==> config.mk <==
export PLATFORM = sky130hd
export DESIGN_NAME = c7b_mem_arb_flat
export DESIGN_NICKNAME = d
export VERILOG_FILES = /design/src/rtl/c7b_mem_arb_if.sv /design/src/rtl/c7b_mem_arb.sv /design/src/flat_wrapper.sv
export SDC_FILE = /design/constraint.sdc
export NUM_CORES = 1
export LEC_CHECK = 0
export ABC_AREA = 1
export CAP_MARGIN = 20
export CORE_AREA = 5 5 173 175
export CTS_CLUSTER_DIAMETER = 40
export DETAILED_ROUTE_END_ITERATION = 7
export DIE_AREA = 0 0 178 180
export PLACE_DENSITY = 0.46
export SLEW_MARGIN = 20
export SYNTH_ARGS = -nofsm -noshare
export SYNTH_HDL_FRONTEND = slang
export SYNTH_SLANG_ARGS = --single-unit
==> constraint.sdc <==
create_clock -name clk -period 2.79 [get_ports clk]
set_clock_uncertainty 0.15 [all_clocks]
set_input_delay 0.4185 -clock clk [delete_from_list [all_inputs] [get_ports clk]]
set_output_delay 0.4185 -clock clk [all_outputs]
set_load 0.005 [all_outputs]
==> src/rtl/c7b_mem_arb_if.sv <==
// Bundle of the fetch, load/store and downstream memory ports seen by the arbiter.
// The arbiter binds to the slave modport; the surrounding system drives the master modport.
interface c7b_mem_arb_if #(
    parameter int AW = 32,
    parameter int DW = 64
);
    logic            ifu_req;
    logic [AW-1:0]   ifu_addr;
    logic            ifu_cancel;
    logic            ifu_ack;
    logic            ifu_data_vld;
    logic [DW-1:0]   ifu_data;

    logic            lsu_req;
    logic [AW-1:0]   lsu_addr;
    logic            lsu_wr;
    logic [DW-1:0]   lsu_wdata;
    logic [DW/8-1:0] lsu_wstrb;
    logic            lsu_ack;
    logic            lsu_data_vld;
    logic [DW-1:0]   lsu_data;

    logic            mem_req;
    logic [AW-1:0]   mem_addr;
    logic            mem_wr;
    logic [DW-1:0]   mem_wdata;
    logic [DW/8-1:0] mem_wstrb;
    logic            mem_ack;
    logic            mem_data_vld;
    logic [DW-1:0]   mem_data;

    // Debug view of the arbiter FSM: 0 = IDLE, 1 = WAIT_IFU, 2 = WAIT_LSU.
    logic [1:0]      arb_state;

    modport slave (
        input  ifu_req, ifu_addr, ifu_cancel,
        output ifu_ack, ifu_data_vld, ifu_data,
        input  lsu_req, lsu_addr, lsu_wr, lsu_wdata, lsu_wstrb,
        output lsu_ack, lsu_data_vld, lsu_data,
        output mem_req, mem_addr, mem_wr, mem_wdata, mem_wstrb,
        input  mem_ack, mem_data_vld, mem_data,
        output arb_state
    );

    modport master (
        output ifu_req, ifu_addr, ifu_cancel,
        input  ifu_ack, ifu_data_vld, ifu_data,
        output lsu_req, lsu_addr, lsu_wr, lsu_wdata, lsu_wstrb,
        input  lsu_ack, lsu_data_vld, lsu_data,
        input  mem_req, mem_addr, mem_wr, mem_wdata, mem_wstrb,
        output mem_ack, mem_data_vld, mem_data,
        input  arb_state
    );
endinterface

==> src/rtl/c7b_mem_arb.sv <==
// Round-robin arbiter giving the IFU and the LSU private req/ack + data_vld ports onto one
// memory port, one transaction outstanding at a time, with fetch cancel on pipeline flush.
module c7b_mem_arb #(
    parameter int AW = 32,
    parameter int DW = 64
) (
    input logic                clk,
    input logic                resetn,
    c7b_mem_arb_if.slave       bus
);
    // Handshake: a requester holds req (and its payload) until ack, which is
    // mem_req & mem_ack for the granted side in the same cycle; the response is
    // a single-cycle data_vld some later cycle, combinational from mem_data_vld.

    typedef enum logic [1:0] {
        IDLE     = 2'd0,
        WAIT_IFU = 2'd1,
        WAIT_LSU = 2'd2
    } state_t;

    state_t state;
    logic   rr_last;   // 0 = IFU granted last, 1 = LSU granted last
    logic   drop;      // outstanding fetch was cancelled

    logic ifu_req_e;
    logic gnt_ifu;
    logic gnt_lsu;
    logic accept;
    logic ifu_vld;
    logic lsu_vld;

    // Outputs are qualified by resetn so everything reads 0 while reset is held.
    always_comb begin
        ifu_req_e = bus.ifu_req & ~bus.ifu_cancel;
        gnt_ifu   = 1'b0;
        gnt_lsu   = 1'b0;
        if (resetn && state == IDLE) begin
            if (ifu_req_e && bus.lsu_req) begin
                gnt_ifu = rr_last;
                gnt_lsu = ~rr_last;
            end else begin
                gnt_ifu = ifu_req_e;
                gnt_lsu = bus.lsu_req;
            end
        end
    end

    assign accept  = (gnt_ifu | gnt_lsu) & bus.mem_ack;
    assign ifu_vld = resetn & (state == WAIT_IFU) & bus.mem_data_vld & ~drop & ~bus.ifu_cancel;
    assign lsu_vld = resetn & (state == WAIT_LSU) & bus.mem_data_vld;

    assign bus.mem_req   = gnt_ifu | gnt_lsu;
    assign bus.mem_addr  = gnt_ifu ? bus.ifu_addr : (gnt_lsu ? bus.lsu_addr : '0);
    assign bus.mem_wr    = gnt_lsu & bus.lsu_wr;
    assign bus.mem_wdata = gnt_lsu ? bus.lsu_wdata : '0;
    assign bus.mem_wstrb = gnt_lsu ? bus.lsu_wstrb : '0;

    assign bus.ifu_ack      = gnt_ifu & bus.mem_ack;
    assign bus.lsu_ack      = gnt_lsu & bus.mem_ack;
    assign bus.ifu_data_vld = ifu_vld;
    assign bus.lsu_data_vld = lsu_vld;
    assign bus.ifu_data     = ifu_vld ? bus.mem_data : '0;
    assign bus.lsu_data     = lsu_vld ? bus.mem_data : '0;
    assign bus.arb_state    = state;

    always_ff @(posedge clk or negedge resetn) begin
        if (!resetn) begin
            state   <= IDLE;
            rr_last <= 1'b1;
            drop    <= 1'b0;
        end else begin
            case (state)
                IDLE: begin
                    // Responses seen here are stale (e.g. after reset) and are ignored.
                    if (accept) begin
                        state   <= gnt_ifu ? WAIT_IFU : WAIT_LSU;
                        rr_last <= gnt_lsu;
                        drop    <= 1'b0;
                    end
                end
                WAIT_IFU: begin
                    if (bus.ifu_cancel) drop <= 1'b1;
                    if (bus.mem_data_vld) state <= IDLE;
                end
                WAIT_LSU: begin
                    if (bus.mem_data_vld) state <= IDLE;
                end
                default: state <= IDLE;
            endcase
        end
    end
endmodule

==> src/flat_wrapper.sv <==
// flat-port wrapper written by rule: the top's interface ports become plain ports
module c7b_mem_arb_flat 
#(
    parameter int AW = 32,
    parameter int DW = 64
)
  (clk, resetn, bus_ifu_req, bus_ifu_addr, bus_ifu_cancel, bus_ifu_ack, bus_ifu_data_vld, bus_ifu_data, bus_lsu_req, bus_lsu_addr, bus_lsu_wr, bus_lsu_wdata, bus_lsu_wstrb, bus_lsu_ack, bus_lsu_data_vld, bus_lsu_data, bus_mem_req, bus_mem_addr, bus_mem_wr, bus_mem_wdata, bus_mem_wstrb, bus_mem_ack, bus_mem_data_vld, bus_mem_data, bus_arb_state);
  c7b_mem_arb_if #(.AW(AW), .DW(DW)) bus_i ();
  input logic clk;
  input logic resetn;
  input wire logic [$bits(bus_i.ifu_req)-1:0] bus_ifu_req;
  input wire logic [$bits(bus_i.ifu_addr)-1:0] bus_ifu_addr;
  input wire logic [$bits(bus_i.ifu_cancel)-1:0] bus_ifu_cancel;
  output wire logic [$bits(bus_i.ifu_ack)-1:0] bus_ifu_ack;
  output wire logic [$bits(bus_i.ifu_data_vld)-1:0] bus_ifu_data_vld;
  output wire logic [$bits(bus_i.ifu_data)-1:0] bus_ifu_data;
  input wire logic [$bits(bus_i.lsu_req)-1:0] bus_lsu_req;
  input wire logic [$bits(bus_i.lsu_addr)-1:0] bus_lsu_addr;
  input wire logic [$bits(bus_i.lsu_wr)-1:0] bus_lsu_wr;
  input wire logic [$bits(bus_i.lsu_wdata)-1:0] bus_lsu_wdata;
  input wire logic [$bits(bus_i.lsu_wstrb)-1:0] bus_lsu_wstrb;
  output wire logic [$bits(bus_i.lsu_ack)-1:0] bus_lsu_ack;
  output wire logic [$bits(bus_i.lsu_data_vld)-1:0] bus_lsu_data_vld;
  output wire logic [$bits(bus_i.lsu_data)-1:0] bus_lsu_data;
  output wire logic [$bits(bus_i.mem_req)-1:0] bus_mem_req;
  output wire logic [$bits(bus_i.mem_addr)-1:0] bus_mem_addr;
  output wire logic [$bits(bus_i.mem_wr)-1:0] bus_mem_wr;
  output wire logic [$bits(bus_i.mem_wdata)-1:0] bus_mem_wdata;
  output wire logic [$bits(bus_i.mem_wstrb)-1:0] bus_mem_wstrb;
  input wire logic [$bits(bus_i.mem_ack)-1:0] bus_mem_ack;
  input wire logic [$bits(bus_i.mem_data_vld)-1:0] bus_mem_data_vld;
  input wire logic [$bits(bus_i.mem_data)-1:0] bus_mem_data;
  output wire logic [$bits(bus_i.arb_state)-1:0] bus_arb_state;
  assign bus_i.ifu_req = bus_ifu_req;
  assign bus_i.ifu_addr = bus_ifu_addr;
  assign bus_i.ifu_cancel = bus_ifu_cancel;
  assign bus_ifu_ack = bus_i.ifu_ack;
  assign bus_ifu_data_vld = bus_i.ifu_data_vld;
  assign bus_ifu_data = bus_i.ifu_data;
  assign bus_i.lsu_req = bus_lsu_req;
  assign bus_i.lsu_addr = bus_lsu_addr;
  assign bus_i.lsu_wr = bus_lsu_wr;
  assign bus_i.lsu_wdata = bus_lsu_wdata;
  assign bus_i.lsu_wstrb = bus_lsu_wstrb;
  assign bus_lsu_ack = bus_i.lsu_ack;
  assign bus_lsu_data_vld = bus_i.lsu_data_vld;
  assign bus_lsu_data = bus_i.lsu_data;
  assign bus_mem_req = bus_i.mem_req;
  assign bus_mem_addr = bus_i.mem_addr;
  assign bus_mem_wr = bus_i.mem_wr;
  assign bus_mem_wdata = bus_i.mem_wdata;
  assign bus_mem_wstrb = bus_i.mem_wstrb;
  assign bus_i.mem_ack = bus_mem_ack;
  assign bus_i.mem_data_vld = bus_mem_data_vld;
  assign bus_i.mem_data = bus_mem_data;
  assign bus_arb_state = bus_i.arb_state;
  c7b_mem_arb #(.AW(AW), .DW(DW)) u_core (.clk(clk), .resetn(resetn), .bus(bus_i));
endmodule
---- Word level (Yosys, flattened, before mapping) ----
Index checks and enable logic that the tools add are counted.
operators by class
  divide/modulo/power cells ............... 0
  order comparisons ....................... 0
  mux-type cells .......................... 17
  reductions and logical operators ........ 8
  bitwise gates (word level) .............. 15
  multiply operators ...................... 0
  equality and inequality tests ........... 5
  add/sub/neg operators ................... 0
  shifts and indexed selects .............. 0
operators by type and width
  cell                                                 count
  two-way mux 64 bit                                   3
  two-way mux 32 bit                                   2
  AND 1 bit                                            11
  two-way mux 8 bit                                    1
  two-way mux 1 bit                                    6
  two-way mux 2 bit                                    3
  != test 2 x 1 -> 1 bit, second input constant        2
  one-hot mux 2 bit (2 select lines)                   1
  AND reduction 2 bit                                  2
  NOT 1 bit                                            3
  AND reduction 3 bit                                  1
  equality test 2 x 1 -> 1 bit, second input constant  1
  equality test 2 bit, second input constant           1
  logical AND 1 bit                                    2
  logical NOT 2 bit                                    1
  != test 2 bit, second input constant                 1
  one-hot mux 1 bit (2 select lines)                   1
  nonzero test 2 bit                                   1
  OR reduction 2 bit                                   1
  bitwise OR 1 bit                                     1
storage, ports and cells
  bits in latches ......................... 0
  bits in writable memories ............... 0
  memories kept ........................... 0
  register bits after elaboration ......... 4
  memory bits (read-only) ................. 0
  word-level logic and storage cells ...... 48

---- Depth between registers and ports, before layout ----
Gate-level depths: netlist (run 1).
  depth in word-level cells ............... 9
  depth in mapped cells ................... 11
  depth with buffers taken out ............ 11

---- Worst setup path after synthesis (run 1) ----
Ideal clock, no wire load.
  kind .................................... reg-to-output
  from .................................... register u_core.state[0] (netlist: u_core.bus.arb_state[0])
  to ...................................... output port bus_mem_wdata[23]
  stages on the path, launching flop included .. 9
  arrival time ............................ 1283 ps
  required time ........................... 2222 ps
  path slack .............................. 938 ps
  path buffers ............................ 2
  cell sequence ........................... dfrtp_1 -> inv_1 -> ha_1 -> nand2_1 -> inv_2 -> nand3_2 -> buf_6 -> buf_6 -> nor2_1
on the way
  longest elaborated chain between the ends .. 4
ends and longest elaborated chain
  element                 RTL line            text
  start, declared         c7b_mem_arb.sv:21   state_t state;
  start signal, assigned  c7b_mem_arb.sv:76   state <= gnt_ifu ? WAIT_IFU : WAIT_LSU;
  logical NOT 2 bit       c7b_mem_arb.sv:37   if (resetn && state == IDLE) begin
  logical AND 1 bit       c7b_mem_arb.sv:37
  two-way mux 1 bit       c7b_mem_arb.sv:37
  two-way mux 64 bit      c7b_mem_arb.sv:55   assign bus.mem_wdata = gnt_lsu ? bus.lsu_wdata : '0;
  end, declared           flat_wrapper.sv:28  output wire logic [$bits(bus_i.mem_wdata)-1:0] bus_mem_wdata;
Every way passes these cells.

---- Worst setup path in the final report (run 1) ----
  from .................................... input port bus_mem_data_vld
  to ...................................... output port bus_ifu_data[28]
on the way
  longest elaborated chain between the ends .. 4
ends and longest elaborated chain
  element                 RTL line            text
  start, declared         flat_wrapper.sv:31  input wire logic [$bits(bus_i.mem_data_vld)-1:0] bus_mem_data_vld;
  AND 1 bit (3 in a row)  c7b_mem_arb.sv:49   assign ifu_vld = resetn & (state == WAIT_IFU) & bus.mem_data_vld & ~drop & ~bus.ifu_cancel;
  two-way mux 64 bit      c7b_mem_arb.sv:62   assign bus.ifu_data = ifu_vld ? bus.mem_data : '0;
  end, declared           flat_wrapper.sv:16  output wire logic [$bits(bus_i.ifu_data)-1:0] bus_ifu_data;
Every way passes these cells.

==> flow_metrics.py, run 1 <==
metrics = {
    "status": {
        "outcome": "finished, final reports clean",
    },
    "placement": {
        "place_ws_ns": -0.174,
        "placed_area_mm2": 0.00725,
        "placed_cells_incl_taps": 1337,
        "place_hpwl_um": 16400,
        "routability_congestion": 0.797,
        "place.port_buffers": 447,
    },
    "logic_synthesis": {
        "synth_fp_nets": 720,
        "ys_types": 22,
        "ys_dominant_reg_cell": "dfrtp_1",
        "synth-warning-count": 0,
        "synthMuxAreaShare_pct": 0,
        "largest_family_of_logic_cells_by_synthesized_area": "simple AND/OR/NAND/NOR gates",
        "seq_area_frac_synth_pct": 4.50,
        "number_of_enable_flip_flop_cells_after_synthesis": 0,
        "synth_area_in_xor_xnor_pct": 0,
        "synthCells": 509,
        "synthArstFlopShare_pct": 100,
        "yosys-top-cells-count": "nor2_1 (194), inv_1 (177), nand2_1 (48), o21ai_0 (26), buf_2 (12)",
        "post_synth_and_or_nand_nor_area_fraction_pct": 46.7,
        "ys_ff_latch": 4,
        "synth_area_mm2": 0.00225,
        "synth-compound-area-share_pct": 7.55,
        "yosys.area_share.adder_pct": 1.66,
        "synth_most_common_cell": "nor2_1",
        "post_synth.cell_area_avg_um2": 4.43,
        "yosys-top-cells-area": "nor2_1 (32%), inv_1 (29%), nand2_1 (8.0%)",
        "post-synth-top-area-fraction_pct": 32.3,
        "synth_largest_area_cell": "nor2_1",
    },
    "setup_path": {
        "worst_ep_required_time_ns": 2.22,
        "critical_path_class": "input pin to output pin",
        "worstPathArrival_ns": 2.18,
        "worst_path_largest_cell_delay_ns": 0.50,
        "register_to_register_path_depth": 11,
        "crit_path_max_delay_cell_type": "clkdlybuf4s50_1",
        "setup.worst_path.start_class": "input pin",
        "worstPathMaxFanout": 7,
        "timing.rr.start": "u_core.bus.arb_state[0]$_DFFE_PN0P_",
        "type_of_element_capturing_the_critical_path": "output pin",
        "timing.critical_path.cells": "clkdlybuf4s50_1, inv_1, or2_4, nor2_4, inv_6, buf_4, nor2_2, clkdlybuf4s50_1",
        "r2r_setup_slack_ns": 1.14,
        "r2r_end": "u_core.bus.arb_state[0]$_DFFE_PN0P_",
        "cp_common_cell": "clkdlybuf4s50_1",
    },
    "power_and_ir_drop": {
        "p_seq_share_pct": 5.4,
        "clockPowerShare_pct": 12.1,
        "combinationalPowerShare_pct": 82.5,
        "finalPower_mw": 1.92,
        "switching_share_pct": 37.3,
        "switchingPower_mw": 0.714,
        "irDropWorstVdd_uv": 167,
        "internal_power_mw": 1.20,
        "static-leakage-power_nw": 4.30,
        "power-per-cell-area_mw_per_mm2": 255,
    },
    "die": {
        "fp.coreArea_mm2": 0.0283,
        "die_width_um": 178,
        "fp-row-count": 62,
        "die_height_um": 180,
        "start_util_pct": 7.96,
        "fp.dieArea_mm2": 0.0320,
        "top_level_ports": 448,
    },
    "cells_and_area": {
        "fillerInstances": 3175,
        "fin_area_mm2": 0.00752,
        "final-instance-count-excl-fill": 1351,
        "final-seq-area_um2": 101,
        "diodes": 0,
        "multi_input_comb_area_mm2": 0.00130,
        "final_nets": 1179,
        "layout_area_overhead_pct": 233,
        "post_route_cells_drive_above_1_share_pct": 6.20,
    },
    "clock_network": {
        "cts_root_buffer": "clkbuf_16",
        "cts.reportedPaths.clkPinSlew_ns": 0.03,
        "tritoncts": "yes",
        "cts_htree_levels": 1,
        "cts_buffers": 3,
        "clk_latency_ns": 0.23,
        "cts.sinks": 4,
        "cts_hold_buffers_added": 0,
        "clock_path_buffers": 2,
    },
    "sta": {
        "fin_ws_ns": 0.0422,
        "maxClockFrequency_ghz": 0.364,
        "unrepaired_setup_endpoints_after_global_routing": "yes",
        "finalHoldViolations": 0,
        "relSlewSlack_pct": 78.7,
        "fin_worst_hold_slack_ns": 0.148,
        "setup-violations-final": 0,
        "maxSlewViolCount": 0,
        "tightestPinTransition_ns": 0.319,
        "period_share_pct": 98.5,
        "finalCriticalPeriod_ns": 2.75,
    },
    "drt": {
        "drt-pass1-iter-count": 4,
        "ant_nets": 0,
        "vias": 4446,
        "drt-total-wl_um": 19500,
        "detailed_router_s_first_iteration_violation_count": 104,
        "drt-vias-per-instance": 3.29,
        "wire_per_inst_um": 14.4,
        "post-route-drc-count": 0,
    },
    "grt": {
        "grt_max_degree": 66,
        "number_of_antenna_violations_at_the_first_check_in_global_routing": 0,
        "first_global_vias": 4700,
        "grt_first_pass_wirelength_um": 26900,
        "grt_util_all_layers_pct": 10.7,
        "overflow": 0,
    },
    "flow_run": {
        "cap_viol_max_count": 0,
    },
    "worst_hold_path": {
        "hp-class": "input pin to async pin",
    },
}
state kept, by name (all words and copies together) (netlist names):
signal	flops
u_core.bus.arb_state	2
u_core.drop	1
u_core.rr_last	1
critical path: cells and delay by family:
kind          cells  cell delay (ns)
buf+inv           5             1.30
simple gates      3             0.46
layout make-up:
class                      instances  share of cell area [%]
multi-input combinational        298                    17.3
tap                              384                    6.39
inverter                         180                    9.12
clock buffer                       4                    1.05
timing repair buffer             481                    64.8
sequential                         4                    1.35
logic make-up after synthesis:
| kind of cell | after synthesis |
|---|---|
| compound gates | 34 |
| fa+ha+maj | 3 |
| buf+inv | 207 |
| flops | 4 |
| simple gates | 261 |
placed cells by master, fill, tap and decap left out, types with 2 or more instances in the layout:
cell type / n
nor2_4: 7
nor2_2: 6
ha_1: 2
buf_12: 6
dlygate4sd2_1: 86
nand3_2: 2
clkbuf_16: 5
nand2_1: 47
nand3_1: 3
o21ai_1: 11
buf_6: 2
buf_4: 20
dfrtp_1: 3
nor2_1: 192
clkdlybuf4s50_1: 340
buf_16: 4
inv_1: 177
dlymetal6s2s_1: 21
o21ai_0: 22
worst max path at each step:
| stage | start | endpoint | slack (ns) | cells after the start |
|---|---|---|---|---|
| 3_5_place_dp | resetn | bus_mem_wdata[15] | -0.17 | 7 |
| 6_report | bus_mem_data_vld | bus_ifu_data[28] | 0.04 | 8 |
| 4_1_cts | bus_ifu_cancel | bus_mem_wdata[15] | -0.008 | 8 |
| 3_3_place_gp | resetn | bus_mem_wdata[15] | -0.16 | 7 |
| 2_1_floorplan | u_core.bus.arb_state[0]$_DFFE_PN0P_ | bus_mem_wdata[23] | 0.94 | 8 |
| 5_1_grt | bus_mem_data_vld | bus_ifu_data[28] | -0.06 | 8 |
per-stage QoR:
stage	util [%]	setup TNS (ns)
finish	26.5	0
global placement	25.6	-6.48
detailed placement	25.6	-5.29
floorplan	-	0
CTS	26.1	-0.00871
global route	26.5	-0.116
power by group through the flow:
stage               Combinational, mW  Clock, mW  Sequential, mW
global route                     1.73      0.243           0.105
finish                           1.58      0.231           0.103
global placement                 1.52          0           0.101
CTS                              1.59      0.234           0.102
detailed placement               1.52          0           0.101
floorplan                       0.483          0           0.105
routing by layer:
metal,track usage [%],up-vias,routed length [um]
met3,3.78,13,2270
met1,11.1,1876,7060
li1,-,2283,-
met4,1.83,0,269
met2,20.7,274,9850
met5,0,-,0
timing repair:
item,4_1_cts,5_1_grt
cloned,3,2
setup buffers,5,0
endpoints found under the hold margin,0,0
resized for setup,98,29
setup endpoints to repair,150,75
pin swaps,2,1
No activity file was read; power rests on OpenSTA's default activity.
==> run 2: changes to the inputs <==
- CORE_AREA: 5 5 173 175 -> 5 5 171 173
- DIE_AREA: 0 0 178 180 -> 0 0 176 178
- PLACE_DENSITY: 0.46 -> 0.48
- clock period: 2.79 -> 2.25 ns (I/O delays scaled with it)
==> flow_metrics.py, run 2 (same netlist as run 1, synthesis figures left out) <==
metrics = {
    "status": {
        "outcome": "finished with violations",
        "violations": "setup timing",
    },
    "grt": {
        "grt_first_pass_wirelength_um": 27200,
        "grt_util_all_layers_pct": 11.0,
        "first_global_vias": 4912,
        "grt_max_degree": 39,
        "number_of_antenna_violations_at_the_first_check_in_global_routing": 2,
        "overflow": 0,
    },
    "power_and_ir_drop": {
        "power-per-cell-area_mw_per_mm2": 348,
        "irDropWorstVdd_uv": 124,
        "static-leakage-power_nw": 5.09,
        "finalPower_mw": 2.92,
    },
    "cells_and_area": {
        "final_nets": 1257,
        "most_frequent_cells_in_the_layout": "clkdlybuf4s50_1 (205), inv_1 (174), buf_2 (128)",
        "final-seq-area_um2": 101,
        "fillerInstances": 3033,
        "largest_register_ffs": 2,
        "post_route_cells_drive_above_1_share_pct": 45.0,
        "layout_commonest_cell": "clkdlybuf4s50_1",
        "final-instance-count-excl-fill": 1392,
        "layout_area_overhead_pct": 272,
        "multi_input_comb_area_mm2": 0.00200,
    },
    "sta": {
        "unrepaired_setup_endpoints_after_global_routing": "yes",
        "setup-violations-final": 29,
        "relSlewSlack_pct": 86.3,
        "maxClockFrequency_ghz": 0.420,
        "tightestPinTransition_ns": 0.205,
        "maxSlewViolCount": 0,
        "period_share_pct": 106,
        "finalCriticalPeriod_ns": 2.38,
        "fin_ws_ns": -0.128,
        "finalHoldViolations": 0,
    },
    "setup_path": {
        "worst_path_largest_cell_delay_ns": 0.37,
        "critical_path_class": "flop to output pin",
        "crit_path_max_delay_cell_type": "dfrtp_1",
        "critical_path.startpoint": "u_core.bus.arb_state[0]$_DFFE_PN0P_",
        "worstPathMaxFanout": 6,
        "setup.worst_path.start_class": "flop",
        "worstPathArrival_ns": 1.89,
        "r2r_end": "u_core.bus.arb_state[0]$_DFFE_PN0P_",
        "timing.critical_path.cells": "inv_2, ha_4, nand2_4, inv_4, nand3_4, buf_4, buf_6, buf_16, buf_8, o21ai_2, buf_2",
        "register_to_register_path_depth": 14,
        "worst_ep_required_time_ns": 1.76,
        "r2r_setup_slack_ns": 0.42,
        "timing.rr.start": "u_core.bus.arb_state[0]$_DFFE_PN0P_",
        "type_of_element_capturing_the_critical_path": "output pin",
    },
    "drt": {
        "post-route-drc-count": 0,
        "ant_nets": 0,
        "drt-pass1-iter-count": 4,
        "drt-vias-per-instance": 3.54,
        "detailed_router_s_first_iteration_violation_count": 64,
        "vias": 4926,
        "drt-total-wl_um": 20600,
        "wire_per_inst_um": 14.8,
    },
    "clock_network": {
        "cts.sinks": 4,
        "cts_htree_levels": 1,
        "cts_buffers": 3,
        "tritoncts": "yes",
        "cts_root_buffer": "clkbuf_16",
        "clock_path_buffers": 2,
        "cts.reportedPaths.clkPinSlew_ns": 0.03,
        "clk_latency_ns": 0.23,
        "cts_hold_buffers_added": 0,
    },
    "flow_run": {
        "cap_viol_max_count": 0,
    },
    "die": {
        "fp.dieArea_mm2": 0.0313,
        "top_level_ports": 448,
        "die_height_um": 178,
        "start_util_pct": 8.21,
        "fp-row-count": 61,
        "die_width_um": 176,
        "fp.coreArea_mm2": 0.0275,
    },
    "placement": {
        "placed_cells_incl_taps": 1320,
        "place_hpwl_um": 15900,
        "place.port_buffers": 447,
        "routability_congestion": 0.776,
    },
    "worst_hold_path": {
        "hp-class": "input pin to async pin",
    },
}
run 2: cell types whose count changed in the layout (fill, tap and decap cells not counted), sizes merged:
cell / before / now
buf: 32 / 250
clkbuf: 6 / 66
clkdlybuf4s50: 340 / 205
clkinv: 1 / 0
diode: 0 / 1
dlygate4sd2: 86 / 12
dlymetal6s2s: 21 / 30
inv: 179 / 180
run 2: cell type report:
type | instances | area share [%]
repair buffers | 559 | 60.6
multi-input cells | 298 | 23.8
inverters | 180 | 8.27
well taps | 346 | 5.16
flip-flops and latches | 4 | 1.21
clock buffers | 4 | 0.940
diodes | 1 | 0.0299
run 2: power by group:
group | internal [mW] | switching [mW]
Clock | 0.234 | 0.0549
Sequential | 0.111 | 0.0183
Combinational | 1.42 | 1.09
Total | 1.76 | 1.16
run 2: worst max-delay path by stage:
stage | cells after the start | end
4_1_cts | 12 | bus_mem_addr[14]
3_5_place_dp | 7 | bus_mem_addr[25]
5_1_grt | 11 | bus_mem_addr[13]
6_report | 11 | bus_mem_addr[13]
3_3_place_gp | 9 | bus_mem_addr[25]
2_1_floorplan | 8 | bus_mem_wdata[23]
run 2: timing repair:
item / CTS / global route
setup endpoints to repair: 238 / 220
pin swaps: 14 / 11
resized for setup: 721 / 392
endpoints found under the hold margin: 0 / 0
setup buffers: 41 / 29
gates cloned: 8 / 9
run 2: worst max-delay path: cells and delay by family (launching register included):
kind | cells | cell delay (ns)
and+or+nand+nor | 2 | 0.18
DFF | 1 | 0.37
adders and majority gates | 1 | 0.16
buffers and inverters | 7 | 0.82
AOI/OAI and AO/OA | 1 | 0.12
run 2: metrics by stage:
step	hold slack (ns)	setup slack (ns)	utilization, %	cell area [um^2]	setup TNS [ns]
global placement	0.342	-0.483	27.0	7410	-79.46
global route	0.218	-0.245	30.5	8380	-12.74
finish	0.206	-0.128	30.5	8380	-1.55
detailed placement	0.340	-0.503	27.0	7410	-83.75
CTS	0.206	-0.248	28.2	7750	-15.13
floorplan	-0.108	0.479	-	2250	0
run 2: layer usage:
layer	track usage [%]	vias up	wire length [um]
met2	21.8	285	11100
met1	11.0	2161	6960
li1	-	2459	-
met3	4.13	19	2230
met5	0	-	20
met4	1.92	2	334
